--- config.mk ---
export PLATFORM = sky130hd
export DESIGN_NAME = br_cc_ctrl_flat
export DESIGN_NICKNAME = d
export VERILOG_FILES = /design/src/rtl/br_cc_ctrl_pkg.sv /design/src/rtl/br_cc_ctrl_if.sv /design/src/rtl/br_cc_ctrl_gen_cc.sv /design/src/rtl/br_cc_ctrl.sv /design/src/flat_wrapper.sv
export SDC_FILE = /design/constraint.sdc
export NUM_CORES = 1
export LEC_CHECK = 0
export CORE_MARGIN = 10
export CORE_UTILIZATION = 33
export CTS_CLUSTER_DIAMETER = 60
export DETAILED_ROUTE_END_ITERATION = 10
export PLACE_DENSITY = 0.73
export SYNTH_ARGS = -nofsm -noshare
export SYNTH_HDL_FRONTEND = slang
export SYNTH_SLANG_ARGS = --single-unit
--- constraint.sdc ---
create_clock -name clk -period 1.78 [get_ports clk]
set_clock_uncertainty 0.2 [all_clocks]
set_input_delay 0.534 -clock clk [delete_from_list [all_inputs] [get_ports clk]]
set_output_delay 0.534 -clock clk [all_outputs]
set_load 0.1 [all_outputs]
--- src/rtl/br_cc_ctrl_pkg.sv ---
// Shared LC-3b types for the branch / condition-code controller.
package lc3b_types;

    typedef logic [15:0] lc3b_word;
    typedef logic [2:0]  lc3b_nzp;

    typedef enum logic [1:0] {
        IDLE,
        WAIT_CC,
        RESOLVE
    } br_cc_state_t;

    localparam lc3b_nzp CC_RESET   = 3'b010;
    localparam lc3b_nzp NZP_ALWAYS = 3'b111;

endpackage

--- src/rtl/br_cc_ctrl_if.sv ---
// Issue/writeback/branch bundle between control logic and br_cc_ctrl.
// BR_CC_STATS_EN adds the branch statistics counters and their clear.
interface br_cc_ctrl_if;
    import lc3b_types::*;

    logic     cc_issue;
    logic     cc_wr;
    lc3b_word cc_data;
    logic     br_req;
    lc3b_nzp  br_nzp;
    logic     br_ack;
    logic     br_taken;
    lc3b_nzp  cc_out;
    logic     busy;
    logic     cc_ovf;
`ifdef BR_CC_STATS_EN
    logic        stats_clr;
    logic [15:0] br_taken_cnt;
    logic [15:0] br_not_taken_cnt;

    modport master (
        output cc_issue, cc_wr, cc_data, br_req, br_nzp, stats_clr,
        input  br_ack, br_taken, cc_out, busy, cc_ovf, br_taken_cnt, br_not_taken_cnt
    );
    modport slave (
        input  cc_issue, cc_wr, cc_data, br_req, br_nzp, stats_clr,
        output br_ack, br_taken, cc_out, busy, cc_ovf, br_taken_cnt, br_not_taken_cnt
    );
`else
    modport master (
        output cc_issue, cc_wr, cc_data, br_req, br_nzp,
        input  br_ack, br_taken, cc_out, busy, cc_ovf
    );
    modport slave (
        input  cc_issue, cc_wr, cc_data, br_req, br_nzp,
        output br_ack, br_taken, cc_out, busy, cc_ovf
    );
`endif

endinterface

--- src/rtl/br_cc_ctrl_gen_cc.sv ---
// Condition-code generator: exactly one of N/Z/P set for a result word.
module gen_cc
    import lc3b_types::*;
(
    input  lc3b_word word,
    output lc3b_nzp  nzp
);

    assign nzp = {word[15], word == 16'h0000, !word[15] && (word != 16'h0000)};

endmodule

--- src/rtl/br_cc_ctrl.sv ---
// LC-3b CC register owner and branch resolver with pending-writer tracking.
// Optional BR_CC_STATS_EN adds saturating taken/not-taken counters.
module br_cc_ctrl
    import lc3b_types::*;
#(
    parameter int MAX_PENDING = 3
)
(
    input  logic          clk,
    input  logic          reset,
    br_cc_ctrl_if.slave   bus
);

    localparam int CNT_W = $clog2(MAX_PENDING + 1);
    localparam logic [CNT_W-1:0] PEND_MAX = CNT_W'(MAX_PENDING);

    logic [CNT_W-1:0] pending_reg, pending_next;
    logic             ovf_reg, ovf_next;
    lc3b_nzp          cc_reg, cc_gen;
    lc3b_nzp          nzp_reg, nzp_next;
    br_cc_state_t     state_reg, state_next;

    gen_cc u_gen_cc (
        .word (bus.cc_data),
        .nzp  (cc_gen)
    );

    // Issue and writeback in the same cycle cancel; the counter never wraps.
    always_comb begin
        pending_next = pending_reg;
        ovf_next     = ovf_reg;
        case ({bus.cc_issue, bus.cc_wr})
            2'b10: begin
                if (pending_reg == PEND_MAX)
                    ovf_next = 1'b1;
                else
                    pending_next = pending_reg + 1'b1;
            end
            2'b01: begin
                if (pending_reg != '0)
                    pending_next = pending_reg - 1'b1;
            end
            default: ;
        endcase
    end

    always_comb begin
        state_next = state_reg;
        nzp_next   = nzp_reg;
        case (state_reg)
            IDLE: begin
                if (bus.br_req) begin
                    nzp_next = bus.br_nzp;
                    if (bus.br_nzp == NZP_ALWAYS || pending_next == '0)
                        state_next = RESOLVE;
                    else
                        state_next = WAIT_CC;
                end
            end
            WAIT_CC: begin
                if (pending_next == '0)
                    state_next = RESOLVE;
            end
            RESOLVE: state_next = IDLE;
            default: state_next = IDLE;
        endcase
    end

    always_ff @(posedge clk) begin
        if (reset) begin
            state_reg   <= IDLE;
            pending_reg <= '0;
            ovf_reg     <= 1'b0;
            cc_reg      <= CC_RESET;
            nzp_reg     <= 3'b000;
        end else begin
            state_reg   <= state_next;
            pending_reg <= pending_next;
            ovf_reg     <= ovf_next;
            nzp_reg     <= nzp_next;
            if (bus.cc_wr)
                cc_reg <= cc_gen;
        end
    end

    // cc_reg already includes a writeback that landed on the edge entering RESOLVE.
    assign bus.br_ack   = (state_reg == RESOLVE);
    assign bus.br_taken = (state_reg == RESOLVE) && ((cc_reg & nzp_reg) != 3'b000);
    assign bus.busy     = (state_reg != IDLE);
    assign bus.cc_out   = cc_reg;
    assign bus.cc_ovf   = ovf_reg;

`ifdef BR_CC_STATS_EN
    logic [1:0] stat_hit;
    assign stat_hit = {bus.br_ack && !bus.br_taken, bus.br_ack && bus.br_taken};

    genvar gi;
    generate
        for (gi = 0; gi < 2; gi++) begin : g_stat
            logic [15:0] cnt_reg;
            always_ff @(posedge clk) begin
                if (reset || bus.stats_clr)
                    cnt_reg <= '0;
                else if (stat_hit[gi] && cnt_reg != 16'hFFFF)
                    cnt_reg <= cnt_reg + 1'b1;
            end
        end
    endgenerate

    assign bus.br_taken_cnt     = g_stat[0].cnt_reg;
    assign bus.br_not_taken_cnt = g_stat[1].cnt_reg;
`endif

endmodule

--- src/flat_wrapper.sv ---
// flat-port wrapper written by rule: the top's interface ports become plain ports
module br_cc_ctrl_flat import lc3b_types::*;
#(
    parameter int MAX_PENDING = 3
)
  (clk, reset, bus_cc_issue, bus_cc_wr, bus_cc_data, bus_br_req, bus_br_nzp, bus_br_ack, bus_br_taken, bus_cc_out, bus_busy, bus_cc_ovf);
  br_cc_ctrl_if bus_i ();
  input  logic clk;
  input  logic reset;
  input wire logic [$bits(bus_i.cc_issue)-1:0] bus_cc_issue;
  input wire logic [$bits(bus_i.cc_wr)-1:0] bus_cc_wr;
  input wire logic [$bits(bus_i.cc_data)-1:0] bus_cc_data;
  input wire logic [$bits(bus_i.br_req)-1:0] bus_br_req;
  input wire logic [$bits(bus_i.br_nzp)-1:0] bus_br_nzp;
  output wire logic [$bits(bus_i.br_ack)-1:0] bus_br_ack;
  output wire logic [$bits(bus_i.br_taken)-1:0] bus_br_taken;
  output wire logic [$bits(bus_i.cc_out)-1:0] bus_cc_out;
  output wire logic [$bits(bus_i.busy)-1:0] bus_busy;
  output wire logic [$bits(bus_i.cc_ovf)-1:0] bus_cc_ovf;
  assign bus_i.cc_issue = bus_cc_issue;
  assign bus_i.cc_wr = bus_cc_wr;
  assign bus_i.cc_data = bus_cc_data;
  assign bus_i.br_req = bus_br_req;
  assign bus_i.br_nzp = bus_br_nzp;
  assign bus_br_ack = bus_i.br_ack;
  assign bus_br_taken = bus_i.br_taken;
  assign bus_cc_out = bus_i.cc_out;
  assign bus_busy = bus_i.busy;
  assign bus_cc_ovf = bus_i.cc_ovf;
  br_cc_ctrl #(.MAX_PENDING(MAX_PENDING)) u_core (.clk(clk), .reset(reset), .bus(bus_i));
endmodule
==> reports/qor.csv <==
metric;value;unit
syn2layout_area_growth;94.16;%
cp_cell_sequence;a222oi_1 -> buf_4 -> nor2b_4 -> buf_12;
grt_max_degree;10;
routed_wl;1.670;mm
clockBufferDepth;2;
cts_hold_buf;0;
power_density;643.8;mW/mm^2
critPathArrivalTime;1.34;ns
wl_per_cell;14.03;um
violations;setup timing;
finalHoldViolCount;0;
clk_pin_slew_worst_paths;0.07;ns
numCtsBuffers;3;
postSynthAreaPerCell;9.128;um^2
clk_latency;0.27;ns
ir_drop;0.0004225;V
drt_iter0_markers;9;
htree_levels;1;
reg2reg_slack;0.51;ns
relSlewSlack;0.7768;
die_area;0.003730;mm^2
syn_nets;87;
portBuffers;30;
final_util;0.6934;
fin_tns_setup;-0.3799;ns
grt_overflow;0;
worst_setup_path_end_kind;output pin;
io_pins;31;
drt_pass1_iterations;4;
cp.required;1.05;ns
worstSetupPathType;reg -> out;
antennaDiodeCount;0;
die_h;61.08;um
seqPwrFrac;0.391;
syn_inst;61;
grt_first_pass_wirelength;2.808;mm
crit_path_max_fanout;2;
vias;607;
p_switching;220.3;uW
synth_cell_types;24;
die_width;61.08;um
globalRouteTotalUtil;0.09870;
worst_pin_slew;0.3338;ns
outcome;complete, but fails checks;
yosys-top-cells-area;dfxtp_1, mux2i_1, a21oi_1;
path_depth;4;
pwr-share-clk;0.253;
core.rowCount;14;
post_drt_via_cell_ratio;5.101;
cts_tree;done;
intPower;475.7;uW
start_kind;flip-flop;
yosys_warnings;0;
p_leak;0.0004366;uW
p_sw_frac;0.3165;
hp-class;reg -> reg;
hold-worst-slack;0.2728;ns
ys_seq_area_frac;0.3955;
max_freq;483.0;MHz
cts_root_buf;clkbuf_4;
worst-path-buf-inv;2;
synth_area;556.8;um^2
cap_violations;0;
min_period;2.070;ns
fin_nets;130;
rsz0062_at_grt;true;
drive_above_1_share;0.3204;
max_stage_delay;0.36;ns
maxSlewViolCount;0;
yosys.area.top_type_share;0.3955;
start_util;0.3571;
antenna_found_initial;0;
ant_nets;0;
fin_ws;-0.2904;ns
fin_crit_sh;1.163;
ff2ff_path_depth;4;
synth_seq_cells;11;
cts.sinks;11;
hold-path-cell-count;1;
final_cell_mix;clkdlybuf4s50_1, buf_4, nor2_1;
core-area;0.001559;mm^2
critical-path-slowest-cell;a222oi_1;
pwr-share-comb;0.357;
finalSetupViolations;2;
drcViolationCount;0;
final_common_cell;clkdlybuf4s50_1;
hpwlAfterDp;1.418;mm
gp_congestion;0.7735;
grt_pass1_vias;679;
synth_top_area_cell;dfxtp_1;
cpLargestDelayFamily;compound AO/OA/AOI/OAI gates;
synthesized netlist by cell type, drive strengths merged:
library cell / number
and2: 2
or2: 1
ha: 2
and2b: 1
nor2b: 2
mux2: 1
o21ai: 4
o221a: 1
nor2: 8
a21oi: 6
a222oi: 1
dfxtp: 11
inv: 2
nor3: 1
nor3b: 2
mux2i: 4
o211a: 1
o32ai: 1
clkbuf: 1
nand3: 1
nand4b: 1
nand2: 3
nor4: 4
path summary, 6_finish.rpt:
path,startpoint,end
hold / removal,u_core.state_reg[1],u_core.state_reg[0]
setup reg to reg,u_core.state_reg[0],u_core.nzp_reg[2]
setup / recovery,u_core.bus.cc_out[0],bus_br_taken
hold reg to reg,u_core.state_reg[1],u_core.state_reg[0]
kinds of logic (layout without fill, tap and decap cells):
kind of cell | count (synthesis) | count (layout) | synth area share
DFF | 11 | 11 | 0.3955
and+or+nand+nor | 26 | 26 | 0.2607
muxes | 5 | 5 | 0.09887
AOI/OAI and AO/OA | 14 | 14 | 0.1618
adders and majority gates | 2 | 2 | 0.04494
buffers and inverters | 3 | 45 | 0.03820
layer usage:
layer  global-route usage  vias to the layer above  share of wire
li1                     -                      310              -
met1              0.09507                      265           0.40
met2               0.1583                       27           0.46
met5                    0                        -              0
met3              0.05350                        5           0.11
met4              0.07166                        0          0.032
power by group through the flow:
stage / sequential (uW) / clock [uW] / combinational (uW)
6_report: 272 / 176 / 248
4_1_cts: 272 / 177 / 251
3_3_place_gp: 278 / 0 / 241
3_5_place_dp: 278 / 0 / 244
5_1_grt: 273 / 189 / 262
2_1_floorplan: 306 / 0 / 94.6
cell type report:
type / instances / area (um^2)
well taps: 16 / 20.02
multi-input cells: 47 / 361.6
fillers: 116 / 478.0
clock buffers: 4 / 26.28
repair buffers: 39 / 436.7
flip-flops and latches: 11 / 229.0
inverters: 2 / 7.507
what timing repair did:
item | in CTS | in global routing
hold endpoints to repair | 0 | 0
pin swaps | 2 | 1
setup endpoints to repair | 6 | 4
setup buffers | 1 | 0
gates resized for setup | 4 | 3
per-stage QoR:
step | setup slack (ns) | instances | area [um^2] | total power (uW)
2_1_floorplan | -0.4886 | 61 | 596.8 | 400.8
3_3_place_gp | -0.4878 | 114 | 1033 | 518.1
3_5_place_dp | -0.5135 | 114 | 1033 | 522.2
4_1_cts | -0.3037 | 119 | 1076 | 699.9
5_1_grt | -0.3135 | 119 | 1081 | 724.5
6_report | -0.2904 | 119 | 1081 | 696.0
Power figures use the tool's default switching activity.
